--- config.mk ---
export PLATFORM = sky130hd
export DESIGN_NAME = mem_ctrl
export DESIGN_NICKNAME = d
export VERILOG_FILES = /design/src/rtl/mem_ctrl.sv
export SDC_FILE = /design/constraint.sdc
export NUM_CORES = 1
export LEC_CHECK = 0
export CAP_MARGIN = 10
export CORE_AREA = 2 2 153 155
export DETAILED_ROUTE_END_ITERATION = 8
export DIE_AREA = 0 0 155 157
export DONT_BUFFER_PORTS = 1
export GPL_ROUTABILITY_DRIVEN = 0
export GPL_TIMING_DRIVEN = 1
export PLACE_DENSITY = 0.59
export SLEW_MARGIN = 20
export SYNTH_ARGS = -nofsm -noshare
export SYNTH_HDL_FRONTEND = slang
export SYNTH_SLANG_ARGS = --single-unit
export TNS_END_PERCENT = 10
--- constraint.sdc ---
create_clock -name clk -period 4.39 [get_ports clk]
set_input_delay 0 -clock clk [delete_from_list [all_inputs] [get_ports clk]]
set_output_delay 0 -clock clk [all_outputs]
set_load 0.02 [all_outputs]
--- src/rtl/mem_ctrl.sv ---
// mem_ctrl: byte-serial memory controller between the MEM stage / instruction fetch and an
// 8-bit synchronous RAM.
//
// Serves MEM loads/stores of 0..7 bytes (legal 1, 2, 4) and 4-byte IF fetches, one byte
// per cycle. MEM has priority over IF; a started transfer is never preempted.
//
// Ports:
//   clk, rst        clock, synchronous active-high reset
//   rw_mem          MEM request, [1:0]=01 read, 10 write, else none
//   addr_to_mem     MEM byte address
//   data_to_mem     MEM store data, little-endian bytes
//   quantity        byte count, [2:0] used
//   data_from_mem   assembled load data, zero-extended
//   mem_status      00 idle, 01 busy, 10 done (registered)
//   if_req/if_addr  IF fetch request (level) and address
//   if_data/if_done fetched word and its one-cycle valid pulse
//   mem_din         RAM read byte, valid the cycle after its address
//   mem_dout/mem_a/mem_wr  RAM write byte, byte address, write enable
module mem_ctrl #(
    parameter int unsigned ADDR_WIDTH = 32,
    parameter int unsigned DATA_WIDTH = 32
) (
    input  logic                  clk,
    input  logic                  rst,
    input  logic [2:0]            rw_mem,
    input  logic [ADDR_WIDTH-1:0] addr_to_mem,
    input  logic [DATA_WIDTH-1:0] data_to_mem,
    input  logic [3:0]            quantity,
    output logic [DATA_WIDTH-1:0] data_from_mem,
    output logic [1:0]            mem_status,
    input  logic                  if_req,
    input  logic [ADDR_WIDTH-1:0] if_addr,
    output logic [DATA_WIDTH-1:0] if_data,
    output logic                  if_done,
    input  logic [7:0]            mem_din,
    output logic [7:0]            mem_dout,
    output logic [ADDR_WIDTH-1:0] mem_a,
    output logic                  mem_wr
);

    localparam logic [1:0] StatusIdle = 2'b00;
    localparam logic [1:0] StatusBusy = 2'b01;
    localparam logic [1:0] StatusDone = 2'b10;

    typedef enum logic [2:0] {StIdle, StDread, StDwrite, StIread, StDone} state_e;

    state_e                state_q, state_d;
    logic [ADDR_WIDTH-1:0] addr_q, addr_d;
    logic [DATA_WIDTH-1:0] wdata_q, wdata_d;
    logic [2:0]            n_q, n_d;
    // Cycle index within the transfer: equals k during cycle k after acceptance.
    logic [3:0]            cyc_q, cyc_d;
    logic [DATA_WIDTH-1:0] buf_q, buf_d;
    logic [ADDR_WIDTH-1:0] mem_a_q, mem_a_d;
    logic [7:0]            mem_dout_q, mem_dout_d;
    logic [1:0]            status_q, status_d;
    logic [DATA_WIDTH-1:0] dfm_q, dfm_d;
    logic [DATA_WIDTH-1:0] ifd_q, ifd_d;
    logic                  if_done_q, if_done_d;

    logic                  mem_rd_req, mem_wr_req;
    logic [3:0]            cap_idx;
    logic [DATA_WIDTH-1:0] wdata_shift;
    logic                  unused_bits;

    assign unused_bits = ^{rw_mem[2], quantity[3]};

    assign mem_rd_req = (rw_mem[1:0] == 2'b01);
    assign mem_wr_req = (rw_mem[1:0] == 2'b10);

    always_comb begin
        state_d     = state_q;
        addr_d      = addr_q;
        wdata_d     = wdata_q;
        n_d         = n_q;
        cyc_d       = cyc_q;
        buf_d       = buf_q;
        mem_a_d     = mem_a_q;
        mem_dout_d  = mem_dout_q;
        status_d    = status_q;
        dfm_d       = dfm_q;
        ifd_d       = ifd_q;
        if_done_d   = 1'b0;
        cap_idx     = cyc_q - 4'd2;
        wdata_shift = wdata_q >> {cyc_q[1:0], 3'b000};

        unique case (state_q)
            StIdle: begin
                if (mem_rd_req || mem_wr_req) begin
                    addr_d  = addr_to_mem;
                    wdata_d = data_to_mem;
                    n_d     = quantity[2:0];
                    cyc_d   = 4'd1;
                    buf_d   = '0;
                    if (quantity[2:0] == 3'd0) begin
                        // Empty transfer: complete without touching the RAM.
                        state_d  = StDone;
                        status_d = StatusDone;
                        dfm_d    = '0;
                    end else begin
                        state_d    = mem_rd_req ? StDread : StDwrite;
                        status_d   = StatusBusy;
                        mem_a_d    = addr_to_mem;
                        mem_dout_d = data_to_mem[7:0];
                    end
                end else if (if_req) begin
                    addr_d  = if_addr;
                    n_d     = 3'd4;
                    cyc_d   = 4'd1;
                    buf_d   = '0;
                    state_d = StIread;
                    mem_a_d = if_addr;
                end
            end
            StDread, StIread: begin
                cyc_d = cyc_q + 4'd1;
                if (cyc_q < {1'b0, n_q}) begin
                    mem_a_d = addr_q + ADDR_WIDTH'(cyc_q);
                end
                // RAM returns a byte one cycle after its address, so byte i arrives in cycle i+2.
                if (cyc_q >= 4'd2 && cap_idx < 4'd4) begin
                    buf_d[{cap_idx[1:0], 3'b000} +: 8] = mem_din;
                end
                if (cyc_q == {1'b0, n_q} + 4'd1) begin
                    state_d = StDone;
                    if (state_q == StDread) begin
                        dfm_d    = buf_d;
                        status_d = StatusDone;
                    end else begin
                        ifd_d     = buf_d;
                        if_done_d = 1'b1;
                    end
                end
            end
            StDwrite: begin
                cyc_d = cyc_q + 4'd1;
                if (cyc_q < {1'b0, n_q}) begin
                    mem_a_d    = addr_q + ADDR_WIDTH'(cyc_q);
                    mem_dout_d = (cyc_q < 4'd4) ? wdata_shift[7:0] : 8'h00;
                end
                if (cyc_q == {1'b0, n_q}) begin
                    state_d  = StDone;
                    status_d = StatusDone;
                end
            end
            StDone: begin
                state_d  = StIdle;
                status_d = StatusIdle;
            end
            default: begin
                state_d  = StIdle;
                status_d = StatusIdle;
            end
        endcase
    end

    always_ff @(posedge clk) begin
        if (rst) begin
            state_q    <= StIdle;
            addr_q     <= '0;
            wdata_q    <= '0;
            n_q        <= '0;
            cyc_q      <= '0;
            buf_q      <= '0;
            mem_a_q    <= '0;
            mem_dout_q <= '0;
            status_q   <= StatusIdle;
            dfm_q      <= '0;
            ifd_q      <= '0;
            if_done_q  <= 1'b0;
        end else begin
            state_q    <= state_d;
            addr_q     <= addr_d;
            wdata_q    <= wdata_d;
            n_q        <= n_d;
            cyc_q      <= cyc_d;
            buf_q      <= buf_d;
            mem_a_q    <= mem_a_d;
            mem_dout_q <= mem_dout_d;
            status_q   <= status_d;
            dfm_q      <= dfm_d;
            ifd_q      <= ifd_d;
            if_done_q  <= if_done_d;
        end
    end

    // Write enable follows the state directly so it covers exactly cycles 1..N of a store.
    assign mem_wr        = (state_q == StDwrite);
    assign mem_a         = mem_a_q;
    assign mem_dout      = mem_dout_q;
    assign mem_status    = status_q;
    assign data_from_mem = dfm_q;
    assign if_data       = ifd_q;
    assign if_done       = if_done_q;

endmodule

-- After elaboration in Yosys (flattened, before gate mapping)
Index checks and enable logic that the tools add are counted.
- register bits after elaboration: 213
- input port bits: 114
- output and inout port bits: 108
- $add $sub $neg: 5
- order comparisons: 4
- equality and inequality tests: 17
- shift-type cells: 3
- muxes and demuxes: 40
- bitwise gates (word level): 3
- reductions and logical operators: 21
- operators with widths (kind ; number):
    2-to-1 mux 32 bit ; 12
    one-hot mux 32 bit (2 select lines) ; 3
    adder 32 x 4 -> 32 bit ; 1
    bitwise mux 32 bit ; 1
    2-to-1 mux 8 bit ; 4
    variable shift 8 x 7 -> 32 bit, first input constant ; 1
    indexed part select 8 x 7 -> 32 bit ; 1
    right shift 32 x 5 -> 8 bit ; 1
    2-to-1 mux 3 bit ; 7
    one-hot mux 8 bit (2 select lines) ; 1
    2-to-1 mux 2 bit ; 6
    AND reduction 4 bit ; 3
    != test 2 bit, second input constant ; 5
    one-hot mux 3 bit (3 select lines) ; 1
    < comparator 4 x 3 -> 1 bit, second input constant ; 2
    2-to-1 mux 4 bit ; 2
    one-hot mux 4 bit (2 select lines) ; 1
    AND reduction 2 bit ; 4
    nonzero test 2 bit ; 4
    negator 5 -> 7 bit ; 1
    == test 3 x 2 -> 1 bit, second input constant ; 2
    logical NOT 3 bit ; 2
    != test 2 x 1 -> 1 bit, second input constant ; 3
    != test 3 bit, second input constant ; 2
    other kinds (19) ; 23

-- Logic depth before layout (Yosys ltp)
- depth after elaboration: 8
- gate-level depth with buffers: 10
- mapped depth without buffers: 7

-- Worst setup path after synthesis
OpenSTA, ideal clock, no wires.
- kind: register to register
- start: register cyc_q[0]
- end: register dfm_q[10], in the netlist data_from_mem[10]
- data arrival time: 2.683 ns
- slack: 1.571 ns
- cell stages (with the launch flop): 10
- period minus slack after synthesis: 2.819 ns
- path through: dfxtp_1 > clkbuf_1 > clkbuf_1 > inv_1 > ha_1 > nor2_1 > o311ai_1 > a211oi_1 > clkbuf_1 > o32ai_1
- word-level cells in the longest chain between the ends: 8
- ends and longest elaborated chain (element ; line ; source):
    start: declaration ; 52 ; logic [3:0] cyc_q, cyc_d;
    start signal: assignment ; 176 ; cyc_q <= cyc_d;
    subtractor 4 x 2 -> 4 bit ; 84 ; cap_idx = cyc_q - 4'd2;
    negator 5 -> 7 bit ; 122 ; buf_d[{cap_idx[1:0], 3'b000} +: 8] = mem_din;
    indexed part select 8 x 7 -> 32 bit or variable shift 8 x 7 -> 32 bit (tied branches) ; 122 ;
    bitwise mux 32 bit ; 122 ;
    2-to-1 mux 32 bit ; 121 ; if (cyc_q >= 4'd2 && cap_idx < 4'd4) begin
    2-to-1 mux 32 bit ; 126 ; if (state_q == StDread) begin
    2-to-1 mux 32 bit ; 124 ; if (cyc_q == {1'b0, n_q} + 4'd1) begin
    one-hot mux 32 bit (2 select lines) ; 87 ; unique case (state_q)
    end signal: assignment ; 181 ; dfm_q <= dfm_d;
    end: declaration ; 57 ; logic [DATA_WIDTH-1:0] dfm_q, dfm_d;
Several ways; a longest one is shown, not always the timed one. The select of a mux whose other input is x is not followed.
A chain may end at the register's enable or synchronous reset.

-- Final worst setup path
- start: register cyc_q[1]
- end: register mem_a_q[4], in the netlist mem_a[4]
- word-level cells in the longest chain between the ends: 3
- ends and longest elaborated chain (element ; line ; source):
    adder 32 x 4 -> 32 bit or < comparator 4 x 3 -> 1 bit (tied branches) ; - ;
    2-to-1 mux 32 bit or != test 2 x 1 -> 1 bit (tied branches) ; - ;
    one-hot mux 32 bit (2 select lines) or AND reduction 4 bit (tied branches) ; - ;
    end signal: assignment ; 178 ; mem_a_q <= mem_a_d;
    end: declaration ; 54 ; logic [ADDR_WIDTH-1:0] mem_a_q, mem_a_d;
Several ways; a longest one is shown, not always the timed one. The select of a mux whose other input is x is not followed.

==> results by group <==
Power
  • Max IR drop VDD: 0.291 mV
  • Pwr dens: 601 nW/um2
  • Lkg Pwr: 4.25 nW

STA
  • Rel. slew slack: 30.1%
  • Final setup vio count: 0
  • Layout Skew: 0.0147 ns
  • Final Max Slew Viols: 0
  • Fin. Hold Viols: 0
  • Post-Route Setup TNS: 0 ns
  • Final period util: 71.5%
  • Worst Tran Pin Value: 1.05 ns
  • Tmin final: 3.14 ns
  • F_max: 319 MHz
  • RSZ-0062 raised after global routing: no

Clock network
  • Total CTS buffers: 24
  • Reg clk slew, reported paths: 0.06 ns
  • Post-CTS Setup Inserts: 0
  • Worst-Skew Late Latency: 0.52 ns
  • Bufs on Longest Clock Path: 3
  • CTS resizes: 0
  • Number of hold buffers added after CTS: 115
  • TritonCTS clock tree: done
  • # H-tree levels: 1
  • Clock sinks: 213
  • CTS root buffer: clkbuf_16

Logic synthesis
  • Synth top area share: 42.4%
  • Compound-cell area share of the yosys netlist: 20.4%
  • Synth Register Bits: 213
  • Synth cell count leaders: dfxtp_1 (213), nand2_1 (154), nor2_1 (107), a21oi_1 (95), a211oi_1 (78)
  • Main combinational cell family by area after synthesis: compound AO/OA/AOI/OAI gates
  • Cell with the most instances after synthesis: dfxtp_1
  • Syn_nets: 1316
  • Post-synthesis xor/xnor area fraction: 1.57%
  • Warnings, synthesis: 0
  • Ys async rst share: 0%
  • Synth area leaders: dfxtp_1 (42%), a211oi_1 (5.8%), nand2_1 (5.8%), mux2i_1 (5.5%), a21oi_1 (4.7%)
  • Yosys cell types: 62
  • Post-synth EDFFs: 0
  • Post-Syn Area: 10000 um2
  • Synth Flop Type: dfxtp_1
  • Syn_area_per_cell: 8.50 um2
  • Post-synthesis mux area share: 7.50%
  • Simple-gate portion of the synthesized area: 20.3%
  • Post-synthesis adder-cell area fraction: 2.57%
  • Cell taking the most area after synthesis: dfxtp_1
  • Mapped Cells: 1182
  • Register area share after synthesis: 42.4%

Route
  • Routed len/inst: 18.4 um
  • DR iter-0 viols: 534
  • Drt via density: 5.69
  • Via count: 8847
  • # DRC: 0
  • Routed WL: 28.6 mm
  • Post-DRT Antenna Nets: 0
  • Drt pass-1 iters: 5

Floorplan
  • Num rows: 55
  • Die H: 157 um
  • Die area: 24300 um2
  • Initial Util: 44.6%
  • Std-Cell Core Area: 22500 um2
  • Die W: 155 um
  • Ports: 222

Critical path
  • R2R Path Start: cyc_q[1]$_SDFFE_PP0P_
  • Worst EP arrival: 3.57 ns
  • Crit path kind: flip-flop to flip-flop
  • CP Launch Type: flip-flop
  • R2R depth: 8
  • R2r setup slk: 1.25 ns
  • Reg2reg end: mem_a[4]$_SDFFE_PP0P_
  • WP data required: 4.82 ns
  • CP Max Fanout: 23
  • Worst setup EP type: flip-flop

Global route
  • Number of global-route vias before repair: 8412
  • Gr usage total: 22.8%
  • Largest net degree at the start of global routing: 210
  • Antenna violations before repair: 1
  • GRT overflow: 0
  • First-pass GRT wire length: 45.1 mm

Min path
  • Hold Crit Class: input port to flip-flop
  • WHS Path Cells: 2
  • Worst Min Path Start: rst
  • WHS Endpoint: cyc_q[1]$_SDFFE_PP0P_

Layout
  • Area growth from synthesis to layout: 21.7%
  • Share of layout cells above drive strength 1: 6.78%
  • Nets: 1384
  • Final core utilization: 54.3%

Flow run
  • Max Cap Viol: 0

Outcome
  • Status: finished clean

Placement
  • Port bufs: 0
  • Detailed Place HPWL: 17.7 mm
[worst max-delay path, stage by stage, from the launching register on]
cell and delay (ns):
dfxtp_1 0.53, buf_4 0.30, ha_1 0.18, nand2_1 0.05
o21ai_0 0.60, a21o_1 0.82, buf_4 0.31, a311oi_1 0.06
nor3_1 0.19
[kinds of logic (layout without fill, tap and decap cells)]
kind of cell	count (synthesis)	in the layout
compound gates	301	301
flops	213	213
other cells	0	1
simple gates	429	429
xor+xnor	18	18
fa+ha+maj	20	20
mux	65	65
buf+inv	136	222
[state kept, by name (all words and copies together) (netlist names)]
register,count
addr_q,32
buf_q,32
data_from_mem,32
if_data,32
mem_a,32
wdata_q,32
mem_dout,8
cyc_q,4
n_q,3
state_q,3
mem_status,2
if_done,1
[cells in the final DEF (no fill, tap or decap), types with 9 or more instances in the layout]
| cell | n |
|---|---|
| nor3_1 | 23 |
| nand3_1 | 19 |
| a211oi_1 | 77 |
| o21ai_0 | 20 |
| nand2b_1 | 24 |
| xnor2_1 | 14 |
| buf_4 | 18 |
| dfxtp_1 | 213 |
| nand4_1 | 12 |
| a22oi_1 | 11 |
| ha_1 | 18 |
| or4_1 | 9 |
| nand2_1 | 154 |
| nor2_1 | 107 |
| dlygate4sd3_1 | 114 |
| a21oi_1 | 95 |
| o211ai_1 | 11 |
| clkbuf_16 | 25 |
| mux2i_1 | 55 |
| inv_1 | 45 |
| and2_1 | 41 |
| o32ai_1 | 34 |
| nor4_1 | 15 |
[where the power goes]
group          internal (mW)  total, mW  switching (mW)
Sequential              2.33       2.94           0.615
Combinational          0.892       2.35            1.46
Clock                   1.23       2.05           0.813
[cell type report]
cell class	instances	area (um2)
Multi-Input combinational cell	833	5310
Inverter	45	169
Sequential cell	213	4260
Clock inverter	8	72.6
Antenna cell	1	2.50
Tap cell	285	357
Timing Repair Buffer	133	1300
Fill cell	2077	10300
Clock buffer	36	747
[stage by stage]
| stage | hold slack, ns | cells | power (mW) | setup WS (ns) | area, um2 |
|---|---|---|---|---|---|
| floorplan | 0.136 | 1182 | 4.54 | 1.57 | 10000 |
| global placement | 0.0991 | 1394 | 5.14 | 1.34 | 10200 |
| detailed placement | 0.106 | 1394 | 5.17 | 1.31 | 10200 |
| CTS | 0.00696 | 1553 | 7.39 | 1.27 | 12200 |
| global route | 0.0559 | 1554 | 7.81 | 0.929 | 12200 |
| finish | 0.00372 | 1554 | 7.35 | 1.25 | 12200 |
[layer usage]
layer / global-route usage [%] / share of wire (%)
met2: 36.0 / 45
met5: 0 / 0
met4: 7.76 / 2.6
met1: 31.2 / 45
met3: 4.71 / 6.9
[worst max-delay path by stage]
stage               cells past startpoint                             end             startpoint
floorplan                               9  data_from_mem[10]$_SDFFE_PP0P_  cyc_q[0]$_SDFFE_PP0P_
global placement                        8           mem_a[4]$_SDFFE_PP0P_  cyc_q[1]$_SDFFE_PP0P_
detailed placement                      8           mem_a[4]$_SDFFE_PP0P_  cyc_q[1]$_SDFFE_PP0P_
CTS                                     8           mem_a[4]$_SDFFE_PP0P_  cyc_q[1]$_SDFFE_PP0P_
global route                            8          mem_a[14]$_SDFFE_PP0P_  cyc_q[1]$_SDFFE_PP0P_
finish                                  8           mem_a[4]$_SDFFE_PP0P_  cyc_q[1]$_SDFFE_PP0P_
Power figures use the tool's default switching activity.
